`config.mk`:
```
export PLATFORM = sky130hd
export DESIGN_NAME = serial_logic_unit_flat
export DESIGN_NICKNAME = d
export VERILOG_FILES = /design/src/rtl/serial_logic_unit_pkg.sv /design/src/rtl/serial_logic_unit_if.sv /design/src/rtl/serial_logic_unit_slice.sv /design/src/rtl/serial_logic_unit.sv /design/src/flat_wrapper.sv
export SDC_FILE = /design/constraint.sdc
export NUM_CORES = 1
export LEC_CHECK = 0
export BUFFER_PORTS_ARGS = -buffer_cell sky130_fd_sc_hd__clkbuf_2
export CAP_MARGIN = 10
export CORE_MARGIN = 2
export CORE_UTILIZATION = 40
export DETAILED_ROUTE_END_ITERATION = 10
export PLACE_DENSITY = 0.62
export SYNTH_ARGS = -nofsm -noshare
export SYNTH_HDL_FRONTEND = slang
export SYNTH_SLANG_ARGS = --single-unit
export TNS_END_PERCENT = 5
```
`constraint.sdc`:
```
create_clock -name clk -period 2.9 [get_ports clk]
set_input_delay 0.435 -clock clk [delete_from_list [all_inputs] [get_ports clk]]
set_output_delay 0.435 -clock clk [all_outputs]
set_load 0.1 [all_outputs]
```
`src/rtl/serial_logic_unit_pkg.sv`:
```
// Shared types for the serial logic unit: opcode and FSM state encodings.
package slu_pkg;

   typedef enum logic [2:0] {
      OP_NOT  = 3'b000,
      OP_AND  = 3'b001,
      OP_OR   = 3'b010,
      OP_XOR  = 3'b011,
      OP_XNOR = 3'b100,
      OP_NAND = 3'b101,
      OP_NOR  = 3'b110,
      OP_PASS = 3'b111
   } op_e;

   typedef enum logic [1:0] {
      IDLE = 2'd0,
      RUN  = 2'd1,
      DONE = 2'd2
   } state_e;

   // Step counter width; never narrower than one bit so NSTEP=1 still works.
   function automatic int cnt_w(input int nstep);
      return (nstep > 1) ? $clog2(nstep) : 1;
   endfunction

endpackage

```
`src/rtl/serial_logic_unit_if.sv`:
```
// Operand/result handshake bundle for serial_logic_unit.
interface serial_logic_unit_if #(
   parameter int WIDTH = 8
);
   logic             in_valid;
   logic             in_ready;
   logic [WIDTH-1:0] in_a;
   logic [WIDTH-1:0] in_b;
   logic [2:0]       in_op;
   logic             out_valid;
   logic             out_ready;
   logic [WIDTH-1:0] out_result;
   logic             out_parity;
   logic             out_zero;
   logic             busy;

   modport master (
      output in_valid, in_a, in_b, in_op, out_ready,
      input  in_ready, out_valid, out_result, out_parity, out_zero, busy
   );

   modport slave (
      input  in_valid, in_a, in_b, in_op, out_ready,
      output in_ready, out_valid, out_result, out_parity, out_zero, busy
   );
endinterface

```
`src/rtl/serial_logic_unit_slice.sv`:
```
// Combinational W-bit gate: applies one of the eight bitwise ops to a and b.
module slu_slice
   import slu_pkg::*;
#(
   parameter int W = 1
) (
   input  logic [W-1:0] a_i,
   input  logic [W-1:0] b_i,
   input  op_e          op_i,
   output logic [W-1:0] y_o
);

   always_comb begin
      y_o = a_i;
      case (op_i)
         OP_NOT:  y_o = ~a_i;
         OP_AND:  y_o = a_i & b_i;
         OP_OR:   y_o = a_i | b_i;
         OP_XOR:  y_o = a_i ^ b_i;
         OP_XNOR: y_o = ~(a_i ^ b_i);
         OP_NAND: y_o = ~(a_i & b_i);
         OP_NOR:  y_o = ~(a_i | b_i);
         default: y_o = a_i;
      endcase
   end

endmodule

```
`src/rtl/serial_logic_unit.sv`:
```
// Bit-serial logic unit: processes WIDTH-bit operands SLICE bits per cycle,
// LSB first, with running parity/zero flags and valid/ready on both sides.
module serial_logic_unit
   import slu_pkg::*;
#(
   parameter int WIDTH = 8,
   parameter int SLICE = 1
) (
   input logic               clk,
   input logic               rst_n,
   serial_logic_unit_if.slave bus
);

   localparam int NSTEP = WIDTH / SLICE;
   localparam int CW    = cnt_w(NSTEP);

   state_e           state_q, state_d;
   op_e              op_q, op_d;
   logic [WIDTH-1:0] a_q, a_d, b_q, b_d;
   logic [WIDTH-1:0] sh_q, sh_d;
   logic [WIDTH-1:0] res_q, res_d;
   logic [CW-1:0]    cnt_q, cnt_d;
   logic             par_acc_q, par_acc_d, zero_acc_q, zero_acc_d;
   logic             par_q, par_d, zero_q, zero_d;
   logic [SLICE-1:0] y;

   slu_slice #(.W(SLICE)) u_slice (
      .a_i (a_q[SLICE-1:0]),
      .b_i (b_q[SLICE-1:0]),
      .op_i(op_q),
      .y_o (y)
   );

   always_comb begin
      state_d    = state_q;
      op_d       = op_q;
      a_d        = a_q;
      b_d        = b_q;
      sh_d       = sh_q;
      res_d      = res_q;
      cnt_d      = cnt_q;
      par_acc_d  = par_acc_q;
      zero_acc_d = zero_acc_q;
      par_d      = par_q;
      zero_d     = zero_q;
      case (state_q)
         IDLE: begin
            if (bus.in_valid) begin
               a_d        = bus.in_a;
               b_d        = bus.in_b;
               op_d       = op_e'(bus.in_op);
               cnt_d      = '0;
               par_acc_d  = 1'b0;
               zero_acc_d = 1'b1;
               state_d    = RUN;
            end
         end
         RUN: begin
            a_d        = a_q >> SLICE;
            b_d        = b_q >> SLICE;
            // New bits enter at the top so the LSB-first result lands aligned.
            sh_d       = (sh_q >> SLICE) | (WIDTH'(y) << (WIDTH - SLICE));
            par_acc_d  = par_acc_q ^ (^y);
            zero_acc_d = zero_acc_q & ~(|y);
            cnt_d      = cnt_q + 1'b1;
            if (cnt_q == CW'(NSTEP - 1)) begin
               res_d   = sh_d;
               par_d   = par_acc_d;
               zero_d  = zero_acc_d;
               state_d = DONE;
            end
         end
         DONE: begin
            if (bus.out_ready) state_d = IDLE;
         end
         default: state_d = IDLE;
      endcase
   end

   always_ff @(posedge clk or negedge rst_n) begin
      if (!rst_n) begin
         state_q    <= IDLE;
         op_q       <= OP_NOT;
         a_q        <= '0;
         b_q        <= '0;
         sh_q       <= '0;
         res_q      <= '0;
         cnt_q      <= '0;
         par_acc_q  <= 1'b0;
         zero_acc_q <= 1'b0;
         par_q      <= 1'b0;
         zero_q     <= 1'b0;
      end else begin
         state_q    <= state_d;
         op_q       <= op_d;
         a_q        <= a_d;
         b_q        <= b_d;
         sh_q       <= sh_d;
         res_q      <= res_d;
         cnt_q      <= cnt_d;
         par_acc_q  <= par_acc_d;
         zero_acc_q <= zero_acc_d;
         par_q      <= par_d;
         zero_q     <= zero_d;
      end
   end

   // All outputs come from registers only.
   assign bus.in_ready   = (state_q == IDLE);
   assign bus.out_valid  = (state_q == DONE);
   assign bus.busy       = (state_q != IDLE);
   assign bus.out_result = res_q;
   assign bus.out_parity = par_q;
   assign bus.out_zero   = zero_q;

endmodule

```
`src/flat_wrapper.sv`:
```
// flat-port wrapper written by rule: the top's interface ports become plain ports
module serial_logic_unit_flat import slu_pkg::*;
#(
   parameter int WIDTH = 8,
   parameter int SLICE = 1
)
  (clk, rst_n, bus_in_valid, bus_in_a, bus_in_b, bus_in_op, bus_out_ready, bus_in_ready, bus_out_valid, bus_out_result, bus_out_parity, bus_out_zero, bus_busy);
  serial_logic_unit_if #(.WIDTH(WIDTH)) bus_i ();
  input logic clk;
  input logic rst_n;
  input wire logic [$bits(bus_i.in_valid)-1:0] bus_in_valid;
  input wire logic [$bits(bus_i.in_a)-1:0] bus_in_a;
  input wire logic [$bits(bus_i.in_b)-1:0] bus_in_b;
  input wire logic [$bits(bus_i.in_op)-1:0] bus_in_op;
  input wire logic [$bits(bus_i.out_ready)-1:0] bus_out_ready;
  output wire logic [$bits(bus_i.in_ready)-1:0] bus_in_ready;
  output wire logic [$bits(bus_i.out_valid)-1:0] bus_out_valid;
  output wire logic [$bits(bus_i.out_result)-1:0] bus_out_result;
  output wire logic [$bits(bus_i.out_parity)-1:0] bus_out_parity;
  output wire logic [$bits(bus_i.out_zero)-1:0] bus_out_zero;
  output wire logic [$bits(bus_i.busy)-1:0] bus_busy;
  assign bus_i.in_valid = bus_in_valid;
  assign bus_i.in_a = bus_in_a;
  assign bus_i.in_b = bus_in_b;
  assign bus_i.in_op = bus_in_op;
  assign bus_i.out_ready = bus_out_ready;
  assign bus_in_ready = bus_i.in_ready;
  assign bus_out_valid = bus_i.out_valid;
  assign bus_out_result = bus_i.out_result;
  assign bus_out_parity = bus_i.out_parity;
  assign bus_out_zero = bus_i.out_zero;
  assign bus_busy = bus_i.busy;
  serial_logic_unit #(.WIDTH(WIDTH), .SLICE(SLICE)) u_core (.clk(clk), .rst_n(rst_n), .bus(bus_i));
endmodule
```
After elaboration in Yosys (flattened, before gate mapping)
Index checks and enable logic that the tools add are counted.
{"block": "totals", "register_bits": 44}
{"block": "classes", "n_reduce_logical": 8, "eq_ne": 12, "bitwise_logic": 11, "n_addsub": 1, "muxes": 15}
{"op": "case mux 8 bit (2 select lines)", "n": 2}
{"op": "2-to-1 mux 8 bit", "n": 2}
{"op": "== test 3 bit (second input constant)", "n": 4}
{"op": "OR 7 x 8 -> 8 bit", "n": 1}
{"op": "case mux 1 bit (7 select lines)", "n": 1}
{"op": "== test 3 x 2 -> 1 bit (second input constant)", "n": 2}
{"op": "2-to-1 mux 2 bit", "n": 3}
{"op": "case mux 2 bit (3 select lines)", "n": 1}
{"op": "case mux 3 bit (2 select lines)", "n": 1}
{"op": "AND reduction 2 bit", "n": 3}
{"op": "NOT 1 bit", "n": 5}
{"op": "!= test 2 bit (second input constant)", "n": 2}
{"op": "case mux 1 bit (2 select lines)", "n": 2}
{"op": "nonzero test 2 bit", "n": 2}
{"op": "adder 3 x 1 -> 3 bit (second input constant)", "n": 1}
{"op": "== test 3 x 1 -> 1 bit (second input constant)", "n": 1}
{"op": "zero test 3 bit", "n": 1}
{"op": "2-to-1 mux 3 bit", "n": 1}
{"op": "AND reduction 3 bit", "n": 1}
{"op": "bitwise AND 1 bit", "n": 2}
{"op": "== test 2 x 1 -> 1 bit (second input constant)", "n": 1}
{"op": "== test 2 bit (second input constant)", "n": 1}
{"op": "zero test 2 bit", "n": 1}
{"op": "2-to-1 mux 1 bit", "n": 2}
{"op": "3 further kinds", "n": 4}

Depth between registers and ports, before layout
Gate-level depths: netlist of the first run.
{"block": "logic_depth", "ltp_word": 6, "ltp_mapped": 6, "ltp_nobuf": 6}

Hierarchy
From an unflattened synthesis of the first run, not the netlist that was laid out.
{"block": "hier_totals", "hier_cells": 193, "hier_area_um2": 2055.7}
{"module": "serial_logic_unit", "seq_area_each_um2": 1076.0, "area_each_um2": 1954.4, "n_inst": 1, "cells_each": 182}
{"module": "slu_slice", "seq_area_each_um2": 0.0, "area_each_um2": 101.3, "n_inst": 1, "cells_each": 11}

Least setup slack after synthesis of the first run
OpenSTA, ideal clock, no wires.
{"block": "synth_path", "path_type": "register -> output", "startpoint": "reg u_core.state_q[1]", "endpoint": "out bus_busy", "t_arrival_ns": 2.664, "t_required_ns": 2.465, "path_stages_with_launch": 3, "path_slack_ns": -0.199, "n_path_buf": 0, "cell_sequence": "dfrtp_1 > nor2_1 > inv_1"}
{"block": "synth_between", "elab_chain_cells": 1}
{"item": "start, declared", "line": "serial_logic_unit.sv:17", "rtl": "state_e state_q, state_d;"}
{"item": "start signal, assigned", "line": "serial_logic_unit.sv:94", "rtl": "state_q <= state_d;"}
{"item": "nonzero test 2 bit", "line": "serial_logic_unit.sv:111", "rtl": "assign bus.busy = (state_q != IDLE);"}
{"item": "end, declared", "line": "flat_wrapper.sv:21", "rtl": "output wire logic [$bits(bus_i.busy)-1:0] bus_busy;"}
No other way between the ends.

Worst setup path after layout of the first run
{"block": "layout_path", "startpoint": "reg u_core.state_q[0]", "endpoint": "out bus_out_valid"}
{"block": "layout_between", "elab_chain_cells": 1}
{"item": "== test 2 bit", "line": "serial_logic_unit.sv:110", "rtl": "assign bus.out_valid = (state_q == DONE);"}
{"item": "end, declared", "line": "flat_wrapper.sv:17", "rtl": "output wire logic [$bits(bus_i.out_valid)-1:0] bus_out_valid;"}
No other way between the ends.

==> impl_results.html, run 1 <==
<table>
<tr><th>Metric</th><th>Value</th></tr>
<tr><th colspan="2">Status</th></tr>
<tr><td>Run status</td><td>finished clean</td></tr>
<tr><th colspan="2">GRT</th></tr>
<tr><td>Gr ovfl total</td><td>0</td></tr>
<tr><td>Gr usage total</td><td>0.1573</td></tr>
<tr><td>Number of global-route vias before repair</td><td>1,396</td></tr>
<tr><td>Largest net degree at the start of global routing</td><td>44</td></tr>
<tr><td>Global-route wire length before repair</td><td>6472 um</td></tr>
<tr><td>Number of antenna violations at the first check in global routing</td><td>0</td></tr>
<tr><th colspan="2">Final layout</th></tr>
<tr><td>Post-layout nets</td><td>245</td></tr>
<tr><td>Ratio of cells with drive above 1 in the final layout</td><td>0.2844</td></tr>
<tr><td>Reg area</td><td>0.001076 mm2</td></tr>
<tr><td>Area of the multi-input gates</td><td>794.5 um2</td></tr>
<tr><td>Antenna diodes</td><td>0</td></tr>
<tr><td>Syn-to-layout area delta</td><td>15.33%</td></tr>
<tr><td>FILL cells</td><td>452</td></tr>
<tr><th colspan="2">Timing</th></tr>
<tr><td>Final Worst Setup Slack</td><td>1028 ps</td></tr>
<tr><td># setup viols final</td><td>0</td></tr>
<tr><td>Slew at the pin closest to its max-slew limit</td><td>1049 ps</td></tr>
<tr><td>Setup repair after global routing missed its margin</td><td>false</td></tr>
<tr><td>Setup TNS</td><td>0 ps</td></tr>
<tr><td>Final Hold Viols</td><td>0</td></tr>
<tr><td>Tmin final</td><td>1872 ps</td></tr>
<tr><td>Max transition margin</td><td>0.3008</td></tr>
<tr><td>Highest clock rate</td><td>534.2 MHz</td></tr>
<tr><td>Number of pins exceeding their max-slew limit in the final report</td><td>0</td></tr>
<tr><td>Period utilization</td><td>0.6455</td></tr>
<tr><td>Post-Route Skew</td><td>7.866 ps</td></tr>
<tr><th colspan="2">Synthesis</th></tr>
<tr><td>Number of synthesized flops with an enable pin</td><td>0</td></tr>
<tr><td>Number of register bits inferred by synthesis</td><td>43</td></tr>
<tr><td>Post-synthesis cell count</td><td>182</td></tr>
<tr><td>Yosys top cell area share</td><td>0.5563</td></tr>
<tr><td>Library cells used by synthesis</td><td>31</td></tr>
<tr><td>Leading post-synthesis cells by cell area</td><td>sky130_fd_sc_hd__dfrtp_1 (56%), sky130_fd_sc_hd__nand2_1 (12%), sky130_fd_sc_hd__a22oi_1 (5.4%)</td></tr>
<tr><td>Cell taking the most area after synthesis</td><td>sky130_fd_sc_hd__dfrtp_1</td></tr>
<tr><td>Post-synthesis cell area</td><td>0.001934 mm2</td></tr>
<tr><td>Proportion of register bits with asynchronous set or reset after synthesis</td><td>1.000</td></tr>
<tr><td>Yosys synthesis warning count</td><td>0</td></tr>
<tr><td>Net count of the mapped netlist</td><td>209</td></tr>
<tr><td>Synth Area per Inst</td><td>10.63 um2</td></tr>
<tr><td>Sequential element share of the synthesized area</td><td>0.5563</td></tr>
<tr><td>Most instantiated flip-flop cell in the synthesis netlist</td><td>sky130_fd_sc_hd__dfrtp_1</td></tr>
<tr><th colspan="2">Worst setup path</th></tr>
<tr><td>Largest fanout on the critical path</td><td>5</td></tr>
<tr><td>Critical R2R Launch</td><td>u_core.a_q[0]</td></tr>
<tr><td>Worst r2r dst</td><td>u_core.par_acc_q</td></tr>
<tr><td>Largest stage delay on the critical path</td><td>450 ps</td></tr>
<tr><td>Reg2reg setup slack</td><td>1180 ps</td></tr>
<tr><td>Standard cell with the maximum stage delay on the critical path</td><td>sky130_fd_sc_hd__dfrtp_1</td></tr>
<tr><td>Worst path cell trace</td><td>nand2b_1 -&gt; inv_1 -&gt; clkbuf_2</td></tr>
<tr><td>Kind of cell adding the most delay to the critical path</td><td>buffers and inverters</td></tr>
<tr><td>Crit path arrival time</td><td>1440 ps</td></tr>
<tr><td>Kind of critical path</td><td>register to primary output</td></tr>
<tr><td>CP Data Required Time</td><td>2470 ps</td></tr>
<tr><td>Critical Path End Type</td><td>primary output</td></tr>
<tr><td>Worst reg-to-reg path cell count</td><td>6</td></tr>
<tr><td>CP bufs+invs</td><td>2</td></tr>
<tr><td>Kind of start point of the critical path</td><td>register</td></tr>
<tr><th colspan="2">Drt</th></tr>
<tr><td>Routed wl met3</td><td>109 um</td></tr>
<tr><td>Total detailed-routing wirelength</td><td>3552 um</td></tr>
<tr><td>Residual DRC</td><td>0</td></tr>
<tr><td>Vias</td><td>1,362</td></tr>
<tr><td>Pre-antenna DRT Iters</td><td>4</td></tr>
<tr><td>Post-route ant nets</td><td>0</td></tr>
<tr><td>Uppermost metal layer occupied by signal nets</td><td>met4</td></tr>
<tr><td>Met1 routed wirelength after detailed routing</td><td>1702 um</td></tr>
<tr><td>Routed via count divided by cell count</td><td>5.007</td></tr>
<tr><td>Routed length per instance</td><td>13.06 um</td></tr>
<tr><td>Total length of routed met2 wires</td><td>1713 um</td></tr>
<tr><td>Number of design-rule violations left by the first detailed-router iteration</td><td>87</td></tr>
<tr><th colspan="2">Floorplan</th></tr>
<tr><td>Die Y</td><td>73.54 um</td></tr>
<tr><td>Total die area</td><td>0.005408 mm2</td></tr>
<tr><td>Starting Density</td><td>0.4123</td></tr>
<tr><td>Die span in x</td><td>73.54 um</td></tr>
<tr><td>Number of placement rows</td><td>25</td></tr>
<tr><td>Number of top-level pins</td><td>36</td></tr>
<tr><td>Placeable core region</td><td>0.004692 mm2</td></tr>
<tr><th colspan="2">Clock tree</th></tr>
<tr><td>Root buffer selected by CTS</td><td>sky130_fd_sc_hd__clkbuf_8</td></tr>
<tr><td>Post-cts gate resize count</td><td>0</td></tr>
<tr><td>Worst skew pair latency</td><td>290 ps</td></tr>
<tr><td>Sinks on Clock Net</td><td>43</td></tr>
<tr><td>Total clock buffers created by CTS</td><td>5</td></tr>
<tr><td>Bufs on Longest Clock Path</td><td>2</td></tr>
<tr><td>CTS HTree Levels</td><td>2</td></tr>
<tr><td>Clock tree from TritonCTS</td><td>built</td></tr>
<tr><td>Number of hold buffers added after cts</td><td>0</td></tr>
<tr><td>Clock slew at reported path FFs</td><td>80 ps</td></tr>
<tr><td>Number of buffers inserted to repair setup after CTS</td><td>0</td></tr>
<tr><th colspan="2">Run</th></tr>
<tr><td>Max-cap viol count</td><td>0</td></tr>
<tr><th colspan="2">Placed design</th></tr>
<tr><td>Number of I/O port buffers</td><td>35</td></tr>
<tr><td>RD Place Congestion</td><td>0.7007</td></tr>
<tr><td>Worst setup slack before clock tree synthesis</td><td>1196 ps</td></tr>
<tr><td>Final HPWL DP</td><td>2403 um</td></tr>
<tr><th colspan="2">Min path</th></tr>
<tr><td>Path type of the worst min-delay path</td><td>input pin to async pin</td></tr>
</table>
-- synth_stat cells (2+ instances only) --
master / instances
sky130_fd_sc_hd__ha_1: 4
sky130_fd_sc_hd__nor2b_1: 4
sky130_fd_sc_hd__nand2_1: 61
sky130_fd_sc_hd__buf_6: 2
sky130_fd_sc_hd__mux2_2: 7
sky130_fd_sc_hd__nand2b_1: 4
sky130_fd_sc_hd__buf_2: 5
sky130_fd_sc_hd__a22oi_1: 14
sky130_fd_sc_hd__o21ai_1: 3
sky130_fd_sc_hd__mux2_4: 3
sky130_fd_sc_hd__o32ai_2: 2
sky130_fd_sc_hd__o21ai_0: 6
sky130_fd_sc_hd__mux2i_1: 2
sky130_fd_sc_hd__inv_1: 4
sky130_fd_sc_hd__o32a_1: 2
sky130_fd_sc_hd__nor2_1: 2
sky130_fd_sc_hd__dfrtp_1: 43
-- cell type report --
type / instances / share of cell area
Clock buffer: 6 / 0.03702
Clock inverter: 1 / 0.002243
Inverter: 4 / 0.006730
Multi-Input combinational cell: 127 / 0.3561
Sequential cell: 43 / 0.4823
Tap cell: 54 / 0.03029
Timing Repair Buffer: 37 / 0.08525
-- through the flow --
step | util | area [um2] | instances | hold WS [ps]
2_1_floorplan | - | 1937 | 182 | 139.4
3_3_place_gp | 0.4568 | 2143 | 265 | 457.0
3_5_place_dp | 0.4568 | 2143 | 265 | 462.9
4_1_cts | 0.4755 | 2231 | 272 | 336.7
5_1_grt | 0.4755 | 2231 | 272 | 329.7
6_report | 0.4755 | 2231 | 272 | 307.5
-- worst max path at each step --
stage	startpoint	endpoint	slack, ps	cells after the start
after floorplan	u_core.state_q[1]	bus_busy	470	2
after global placement	bus_in_valid	u_core.par_acc_q	1200	6
after detailed placement	bus_in_valid	u_core.par_acc_q	1200	6
after CTS	u_core.state_q[0]	bus_out_valid	1000	3
after global routing	u_core.state_q[0]	bus_out_valid	950	3
final	u_core.state_q[0]	bus_out_valid	1030	3
-- per-layer routing --
layer	vias to the layer above	track usage
met2	16	0.2292
met5	-	0
met3	2	0.04664
met4	0	0.06061
met1	658	0.2210
li1	686	-
-- registers in the layout, indices dropped and copies added, names as in the netlist --
signal	flops
u_core.sh_q	7
u_core.bus.out_result	8
u_core.par_acc_q	1
u_core.b_q	8
u_core.bus.out_zero	1
u_core.op_q	3
u_core.cnt_q	3
u_core.a_q	8
u_core.bus.out_parity	1
u_core.state_q	2
u_core.zero_acc_q	1
-- kinds of logic (layout without fill, tap and decap cells) --
kind of cell / Yosys count / in the layout / share of synthesized area
flops: 43 / 43 / 0.5563
simple gates: 78 / 78 / 0.1798
compound gates: 32 / 32 / 0.1236
buf+inv: 12 / 48 / 0.03427
mux: 13 / 13 / 0.08021
fa+ha+maj: 4 / 4 / 0.02587
-- cell usage in the layout (no fill, tap or decap) --
cell type	netlist	routed
sky130_fd_sc_hd__nand2_1	61	61
sky130_fd_sc_hd__dfrtp_1	43	43
sky130_fd_sc_hd__clkbuf_2	0	35
sky130_fd_sc_hd__a22oi_1	14	14
sky130_fd_sc_hd__mux2_2	7	7
sky130_fd_sc_hd__o21ai_0	6	6
sky130_fd_sc_hd__clkbuf_8	0	6
sky130_fd_sc_hd__inv_1	4	4
sky130_fd_sc_hd__nand2b_1	4	4
sky130_fd_sc_hd__nor2b_1	4	4
sky130_fd_sc_hd__ha_1	4	4
sky130_fd_sc_hd__mux2_4	3	3
sky130_fd_sc_hd__o21ai_1	3	3
sky130_fd_sc_hd__nor2_2	1	2
sky130_fd_sc_hd__mux2i_1	2	2
sky130_fd_sc_hd__o32ai_2	2	2
sky130_fd_sc_hd__o32a_1	2	2
sky130_fd_sc_hd__buf_4	0	2
sky130_fd_sc_hd__nor2b_2	1	1
sky130_fd_sc_hd__nor3b_4	1	1
sky130_fd_sc_hd__nand2_4	1	1
sky130_fd_sc_hd__mux2_1	1	1
sky130_fd_sc_hd__or2_2	1	1
sky130_fd_sc_hd__nor2_1	2	1
sky130_fd_sc_hd__nor3_1	1	1
sky130_fd_sc_hd__a21boi_1	1	1
sky130_fd_sc_hd__o31ai_1	1	1
sky130_fd_sc_hd__nand3_1	1	1
sky130_fd_sc_hd__a31oi_1	1	1
sky130_fd_sc_hd__o21a_1	1	1
sky130_fd_sc_hd__o21bai_1	1	1
sky130_fd_sc_hd__clkinv_2	0	1
Power of run 1 is left out: the tool's default activity adds up to more than one toggle a clock period on the data nets, which glitch-free logic cannot reach.
==> run 2: changes to the inputs <==
--- a/config.mk
+++ b/config.mk
@@ -10,7 +10,7 @@
 export CORE_MARGIN = 2
 export CORE_UTILIZATION = 40
 export DETAILED_ROUTE_END_ITERATION = 10
-export PLACE_DENSITY = 0.62
+export PLACE_DENSITY = 0.64
 export SYNTH_ARGS = -nofsm -noshare
 export SYNTH_HDL_FRONTEND = slang
 export SYNTH_SLANG_ARGS = --single-unit
==> constraint.sdc (replaced) <==
create_clock -name clk -period 1.71 [get_ports clk]
set_input_delay 0.2565 -clock clk [delete_from_list [all_inputs] [get_ports clk]]
set_output_delay 0.2565 -clock clk [all_outputs]
set_load 0.1 [all_outputs]
==> impl_results.html, run 2 (synthesis gave the netlist of run 1 again) <==
<table>
<tr><th>Metric</th><th>Value</th></tr>
<tr><th colspan="2">Timing</th></tr>
<tr><td># setup viols final</td><td>0</td></tr>
<tr><td>Final Hold Viols</td><td>0</td></tr>
<tr><td>Highest clock rate</td><td>638.6 MHz</td></tr>
<tr><td>Slew at the pin closest to its max-slew limit</td><td>541.6 ps</td></tr>
<tr><td>Setup repair after global routing missed its margin</td><td>false</td></tr>
<tr><td>Period utilization</td><td>0.9157</td></tr>
<tr><td>Final Worst Setup Slack</td><td>144.1 ps</td></tr>
<tr><td>Tmin final</td><td>1566 ps</td></tr>
<tr><td>Post-Route Skew</td><td>6.006 ps</td></tr>
<tr><td>Max transition margin</td><td>0.6405</td></tr>
<tr><td>Number of pins exceeding their max-slew limit in the final report</td><td>0</td></tr>
<tr><th colspan="2">GRT</th></tr>
<tr><td>GR peak layer</td><td>met2</td></tr>
<tr><td>Largest net degree at the start of global routing</td><td>22</td></tr>
<tr><td>Global-route wire length before repair</td><td>6348 um</td></tr>
<tr><td>Gr ovfl total</td><td>0</td></tr>
<tr><td>Number of antenna violations at the first check in global routing</td><td>0</td></tr>
<tr><td>GR Layer Usage met1</td><td>0.2161</td></tr>
<tr><td>Gr usage total</td><td>0.1542</td></tr>
<tr><td>Met2 track demand over resource in global routing</td><td>0.2312</td></tr>
<tr><td>Met3 GRT Util</td><td>0.04115</td></tr>
<tr><td>Number of global-route vias before repair</td><td>1,375</td></tr>
<tr><th colspan="2">Clock tree</th></tr>
<tr><td>Clock tree from TritonCTS</td><td>built</td></tr>
<tr><td>Clock slew at reported path FFs</td><td>80 ps</td></tr>
<tr><td>Bufs on Longest Clock Path</td><td>2</td></tr>
<tr><td>Root buffer selected by CTS</td><td>sky130_fd_sc_hd__clkbuf_8</td></tr>
<tr><td>Total clock buffers created by CTS</td><td>5</td></tr>
<tr><td>Worst skew pair latency</td><td>290 ps</td></tr>
<tr><td>CTS HTree Levels</td><td>2</td></tr>
<tr><td>Sinks on Clock Net</td><td>43</td></tr>
<tr><th colspan="2">Worst setup path</th></tr>
<tr><td>Largest fanout on the critical path</td><td>5</td></tr>
<tr><td>Kind of start point of the critical path</td><td>register</td></tr>
<tr><td>Largest stage delay on the critical path</td><td>420 ps</td></tr>
<tr><td>Standard cell with the maximum stage delay on the critical path</td><td>sky130_fd_sc_hd__dfrtp_1</td></tr>
<tr><td>Crit path arrival time</td><td>1730 ps</td></tr>
<tr><td>Kind of critical path</td><td>register to register</td></tr>
<tr><td>CP Data Required Time</td><td>1880 ps</td></tr>
<tr><td>Worst path cell trace</td><td>ha_1 -&gt; nor2b_1 -&gt; o32a_1 -&gt; a31oi_1 -&gt; mux2i_1</td></tr>
<tr><td>Critical Path End Type</td><td>register</td></tr>
<tr><th colspan="2">Floorplan</th></tr>
<tr><td>Die Y</td><td>73.54 um</td></tr>
<tr><td>Starting Density</td><td>0.4123</td></tr>
<tr><td>Die span in x</td><td>73.54 um</td></tr>
<tr><td>Placeable core region</td><td>0.004692 mm2</td></tr>
<tr><td>Total die area</td><td>0.005408 mm2</td></tr>
<tr><td>Number of placement rows</td><td>25</td></tr>
<tr><td>Number of top-level pins</td><td>36</td></tr>
<tr><th colspan="2">Placed design</th></tr>
<tr><td>Final HPWL DP</td><td>2525 um</td></tr>
<tr><td>RD Place Congestion</td><td>0.6914</td></tr>
<tr><td>Number of I/O port buffers</td><td>35</td></tr>
<tr><td>Instance area at placement</td><td>0.002211 mm2</td></tr>
<tr><td>Worst setup slack before clock tree synthesis</td><td>38.48 ps</td></tr>
<tr><th colspan="2">Drt</th></tr>
<tr><td>Number of design-rule violations left by the first detailed-router iteration</td><td>97</td></tr>
<tr><td>Residual DRC</td><td>0</td></tr>
<tr><td>Routed via count divided by cell count</td><td>5.007</td></tr>
<tr><td>Vias</td><td>1,387</td></tr>
<tr><td>Routed length per instance</td><td>13.12 um</td></tr>
<tr><td>Post-route ant nets</td><td>0</td></tr>
<tr><td>Total detailed-routing wirelength</td><td>3635 um</td></tr>
<tr><td>Pre-antenna DRT Iters</td><td>4</td></tr>
<tr><th colspan="2">Final layout</th></tr>
<tr><td>Post-layout nets</td><td>251</td></tr>
<tr><td>Final instance area</td><td>0.002316 mm2</td></tr>
<tr><td>Most frequent cells in the layout</td><td>sky130_fd_sc_hd__nand2_1 (61), sky130_fd_sc_hd__dfrtp_1 (43), sky130_fd_sc_hd__clkbuf_2 (32), sky130_fd_sc_hd__a22oi_1 (14), sky130_fd_sc_hd__buf_4 (8)</td></tr>
<tr><td>Syn-to-layout area delta</td><td>19.73%</td></tr>
<tr><td>Antenna diodes</td><td>0</td></tr>
<tr><td>Commonest non-fill, non-tap cell in the layout</td><td>sky130_fd_sc_hd__nand2_1</td></tr>
<tr><td>Ratio of cells with drive above 1 in the final layout</td><td>0.3004</td></tr>
<tr><th colspan="2">Min path</th></tr>
<tr><td>Path type of the worst min-delay path</td><td>input pin to register</td></tr>
<tr><th colspan="2">Run</th></tr>
<tr><td>Max-cap viol count</td><td>0</td></tr>
<tr><th colspan="2">Status</th></tr>
<tr><td>Run status</td><td>finished clean</td></tr>
</table>
run 2: timing repair:
item / 4_1_cts / 5_1_grt
setup buffers: 0 / 1
hold endpoints to repair: 15 / 0
hold buffers: 1 / 0
resized for setup: 0 / 2
setup endpoints to repair: 0 / 4
run 2: worst max-delay path, delay by kind of cell (launching register included):
kind                     cells  cell delay, ps
multiplexers                 1              90
AND/OR/NAND/NOR              1             150
flip-flops                   1             420
AO/OA/AOI/OAI                2             550
adder cells (fa/ha/maj)      1             220
run 2: metal layers:
metal | vias to the layer above | wire length (um)
met5 | - | 0
met4 | 0 | 66
met3 | 5 | 100
met2 | 21 | 1739
met1 | 664 | 1729
li1 | 697 | -
run 2: path summary, 6_finish.rpt:
kind	to	depth (start not counted)	slack, ps	start
hold / removal	u_core.state_q[1]	2	160	bus_out_ready
setup reg to reg	u_core.par_acc_q	5	140	u_core.a_q[0]
hold reg to reg	u_core.a_q[5]	2	480	u_core.a_q[5]
setup / recovery	u_core.par_acc_q	5	140	u_core.a_q[0]
max in group asynchronous	u_core.bus.out_parity	3	770	rst_n
min in group asynchronous	u_core.bus.out_result[2]	2	450	rst_n
run 2: area by class of cell:
type / instances / area [um2]
Multi-Input combinational cell: 127 / 814.5
Clock buffer: 6 / 72.57
Sequential cell: 43 / 1076
Inverter: 4 / 15.01
Fill cell: 449 / 2376
Timing Repair Buffer: 43 / 270.3
Tap cell: 54 / 67.56
run 2: stage by stage:
stage | std cells | util | hold WS [ps] | setup TNS [ps]
after floorplan | 182 | - | -39.09 | -101.5
after global placement | 269 | 0.4712 | 225.1 | 0
after detailed placement | 269 | 0.4712 | 221.1 | 0
after CTS | 276 | 0.4888 | 150.5 | 0
after global routing | 277 | 0.4936 | 163.5 | 0
final | 277 | 0.4936 | 163.6 | 0
Power of run 2 is left out for the same reason.
==> run 3: changes to the inputs <==
--- a/config.mk
+++ b/config.mk
@@ -8,9 +8,9 @@
 export BUFFER_PORTS_ARGS = -buffer_cell sky130_fd_sc_hd__clkbuf_2
 export CAP_MARGIN = 10
 export CORE_MARGIN = 2
-export CORE_UTILIZATION = 40
+export CORE_UTILIZATION = 42
 export DETAILED_ROUTE_END_ITERATION = 10
-export PLACE_DENSITY = 0.64
+export PLACE_DENSITY = 0.67
 export SYNTH_ARGS = -nofsm -noshare
 export SYNTH_HDL_FRONTEND = slang
 export SYNTH_SLANG_ARGS = --single-unit
==> impl_results.html, run 3 (synthesis gave the netlist of run 1 again) <==
<table>
<tr><th>Metric</th><th>Value</th></tr>
<tr><th colspan="2">Worst setup path</th></tr>
<tr><td>Critical Path End Type</td><td>register</td></tr>
<tr><td>Crit path arrival time</td><td>1780 ps</td></tr>
<tr><td>CP Data Required Time</td><td>1880 ps</td></tr>
<tr><td>Worst reg-to-reg path cell count</td><td>6</td></tr>
<tr><td>Kind of start point of the critical path</td><td>register</td></tr>
<tr><td>Kind of critical path</td><td>register to register</td></tr>
<tr><td>Largest fanout on the critical path</td><td>5</td></tr>
<tr><td>Critical R2R Launch</td><td>u_core.a_q[0]</td></tr>
<tr><td>Reg2reg setup slack</td><td>100 ps</td></tr>
<tr><td>Worst r2r dst</td><td>u_core.par_acc_q</td></tr>
<tr><th colspan="2">Drt</th></tr>
<tr><td>Routed via count divided by cell count</td><td>5.081</td></tr>
<tr><td>Routed length per instance</td><td>12.87 um</td></tr>
<tr><td>Total detailed-routing wirelength</td><td>3514 um</td></tr>
<tr><td>Residual DRC</td><td>0</td></tr>
<tr><td>Pre-antenna DRT Iters</td><td>5</td></tr>
<tr><td>Number of design-rule violations left by the first detailed-router iteration</td><td>93</td></tr>
<tr><td>Post-route ant nets</td><td>0</td></tr>
<tr><td>Vias</td><td>1,387</td></tr>
<tr><th colspan="2">Floorplan</th></tr>
<tr><td>Placeable core region</td><td>0.004384 mm2</td></tr>
<tr><td>Die Y</td><td>71.87 um</td></tr>
<tr><td>Total die area</td><td>0.005165 mm2</td></tr>
<tr><td>Starting Density</td><td>0.4412</td></tr>
<tr><td>Number of placement rows</td><td>24</td></tr>
<tr><td>Die span in x</td><td>71.87 um</td></tr>
<tr><td>Number of top-level pins</td><td>36</td></tr>
<tr><th colspan="2">Final layout</th></tr>
<tr><td>Commonest non-fill, non-tap cell in the layout</td><td>sky130_fd_sc_hd__nand2_1</td></tr>
<tr><td>Post-layout nets</td><td>248</td></tr>
<tr><td>Most frequent cells in the layout</td><td>sky130_fd_sc_hd__nand2_1 (61), sky130_fd_sc_hd__dfrtp_1 (43), sky130_fd_sc_hd__clkbuf_2 (32), sky130_fd_sc_hd__a22oi_1 (14), sky130_fd_sc_hd__mux2_2 (7)</td></tr>
<tr><td>Ratio of cells with drive above 1 in the final layout</td><td>0.3032</td></tr>
<tr><td>Syn-to-layout area delta</td><td>19.41%</td></tr>
<tr><td>Antenna diodes</td><td>0</td></tr>
<tr><td>Final non-filler cell total</td><td>273</td></tr>
<tr><td>Post-Route Utilization</td><td>0.5268</td></tr>
<tr><th colspan="2">Clock tree</th></tr>
<tr><td>Sinks on Clock Net</td><td>43</td></tr>
<tr><td>Clock slew at reported path FFs</td><td>80 ps</td></tr>
<tr><td>Bufs on Longest Clock Path</td><td>2</td></tr>
<tr><td>CTS HTree Levels</td><td>2</td></tr>
<tr><td>Worst skew pair latency</td><td>290 ps</td></tr>
<tr><td>Clock tree from TritonCTS</td><td>built</td></tr>
<tr><td>Root buffer selected by CTS</td><td>sky130_fd_sc_hd__clkbuf_8</td></tr>
<tr><td>Total clock buffers created by CTS</td><td>5</td></tr>
<tr><th colspan="2">Min path</th></tr>
<tr><td>Path type of the worst min-delay path</td><td>input pin to register</td></tr>
<tr><td>WHS Endpoint</td><td>u_core.state_q[1]</td></tr>
<tr><td>Worst hold start</td><td>bus_out_ready</td></tr>
<tr><td>Hold Path Cell Cnt</td><td>2</td></tr>
<tr><th colspan="2">Placed design</th></tr>
<tr><td>Number of I/O port buffers</td><td>35</td></tr>
<tr><td>Cells after DPL</td><td>265</td></tr>
<tr><td>RD Place Congestion</td><td>0.7297</td></tr>
<tr><td>Final HPWL DP</td><td>2446 um</td></tr>
<tr><td>Worst setup slack before clock tree synthesis</td><td>47.88 ps</td></tr>
<tr><th colspan="2">GRT</th></tr>
<tr><td>Global-route wire length before repair</td><td>6003 um</td></tr>
<tr><td>Gr ovfl total</td><td>0</td></tr>
<tr><td>Largest net degree at the start of global routing</td><td>26</td></tr>
<tr><td>Number of global-route vias before repair</td><td>1,331</td></tr>
<tr><td>Number of antenna violations at the first check in global routing</td><td>0</td></tr>
<tr><td>Gr usage total</td><td>0.1512</td></tr>
<tr><th colspan="2">Status</th></tr>
<tr><td>Run status</td><td>finished clean</td></tr>
<tr><th colspan="2">Timing</th></tr>
<tr><td>Setup repair after global routing missed its margin</td><td>false</td></tr>
<tr><td>Slew at the pin closest to its max-slew limit</td><td>646.7 ps</td></tr>
<tr><td>Post-Route Skew</td><td>7.214 ps</td></tr>
<tr><td>Period utilization</td><td>0.9400</td></tr>
<tr><td>Hold WS</td><td>157.9 ps</td></tr>
<tr><td>Final Hold Viols</td><td>0</td></tr>
<tr><td>Final Worst Setup Slack</td><td>102.6 ps</td></tr>
<tr><td>Highest clock rate</td><td>622.1 MHz</td></tr>
<tr><td>Max transition margin</td><td>0.5684</td></tr>
<tr><td># setup viols final</td><td>0</td></tr>
<tr><td>Number of pins exceeding their max-slew limit in the final report</td><td>0</td></tr>
<tr><td>Tmin final</td><td>1607 ps</td></tr>
<tr><th colspan="2">Run</th></tr>
<tr><td>Max-cap viol count</td><td>0</td></tr>
</table>
==> run 3: critical path, stage by stage, from the launching register on <==
cell	delay (ps)
sky130_fd_sc_hd__dfrtp_1	420
sky130_fd_sc_hd__inv_1	110
sky130_fd_sc_hd__ha_4	210
sky130_fd_sc_hd__nor2b_2	160
sky130_fd_sc_hd__o32a_1	320
sky130_fd_sc_hd__a31oi_1	170
sky130_fd_sc_hd__mux2i_1	90
==> run 3: metal layers <==
metal,share of wire,wire length (um),GRT usage
met1,0.46,1600,0.2000
met2,0.48,1701,0.2377
met3,0.044,154,0.03797
met4,0.016,57,0.06289
met5,0,0,0
==> run 3: final cells by class <==
cell class,instances,area [um2]
Sequential cell,43,1076
Clock buffer,6,82.58
Multi-Input combinational cell,127,818.3
Tap cell,52,65.06
Timing Repair Buffer,40,247.7
Clock inverter,1,5.005
Inverter,4,15.01
Fill cell,419,2074
==> run 3: stage by stage <==
step / instance area [um2] / TNS, ps
2_1_floorplan: 1942 / -101.5
3_3_place_gp: 2193 / 0
3_5_place_dp: 2193 / 0
4_1_cts: 2291 / 0
5_1_grt: 2310 / 0
6_report: 2310 / 0
==> run 3: worst max-delay path by stage <==
stage / from / to / depth (start not counted)
floorplan: u_core.state_q[1] / bus_busy / 2
detailed placement: u_core.a_q[0] / u_core.par_acc_q / 6
finish: u_core.a_q[0] / u_core.par_acc_q / 6
CTS: u_core.a_q[0] / u_core.par_acc_q / 6
global placement: u_core.a_q[0] / u_core.par_acc_q / 6
global route: u_core.a_q[0] / u_core.par_acc_q / 6
==> run 3: repair_timing <==
action	4_1_cts	5_1_grt
hold endpoints to repair	18	0
resized for setup	0	3
hold buffers	1	0
setup endpoints to repair	0	3
setup buffers	0	0
Power of run 3 is left out for the same reason.
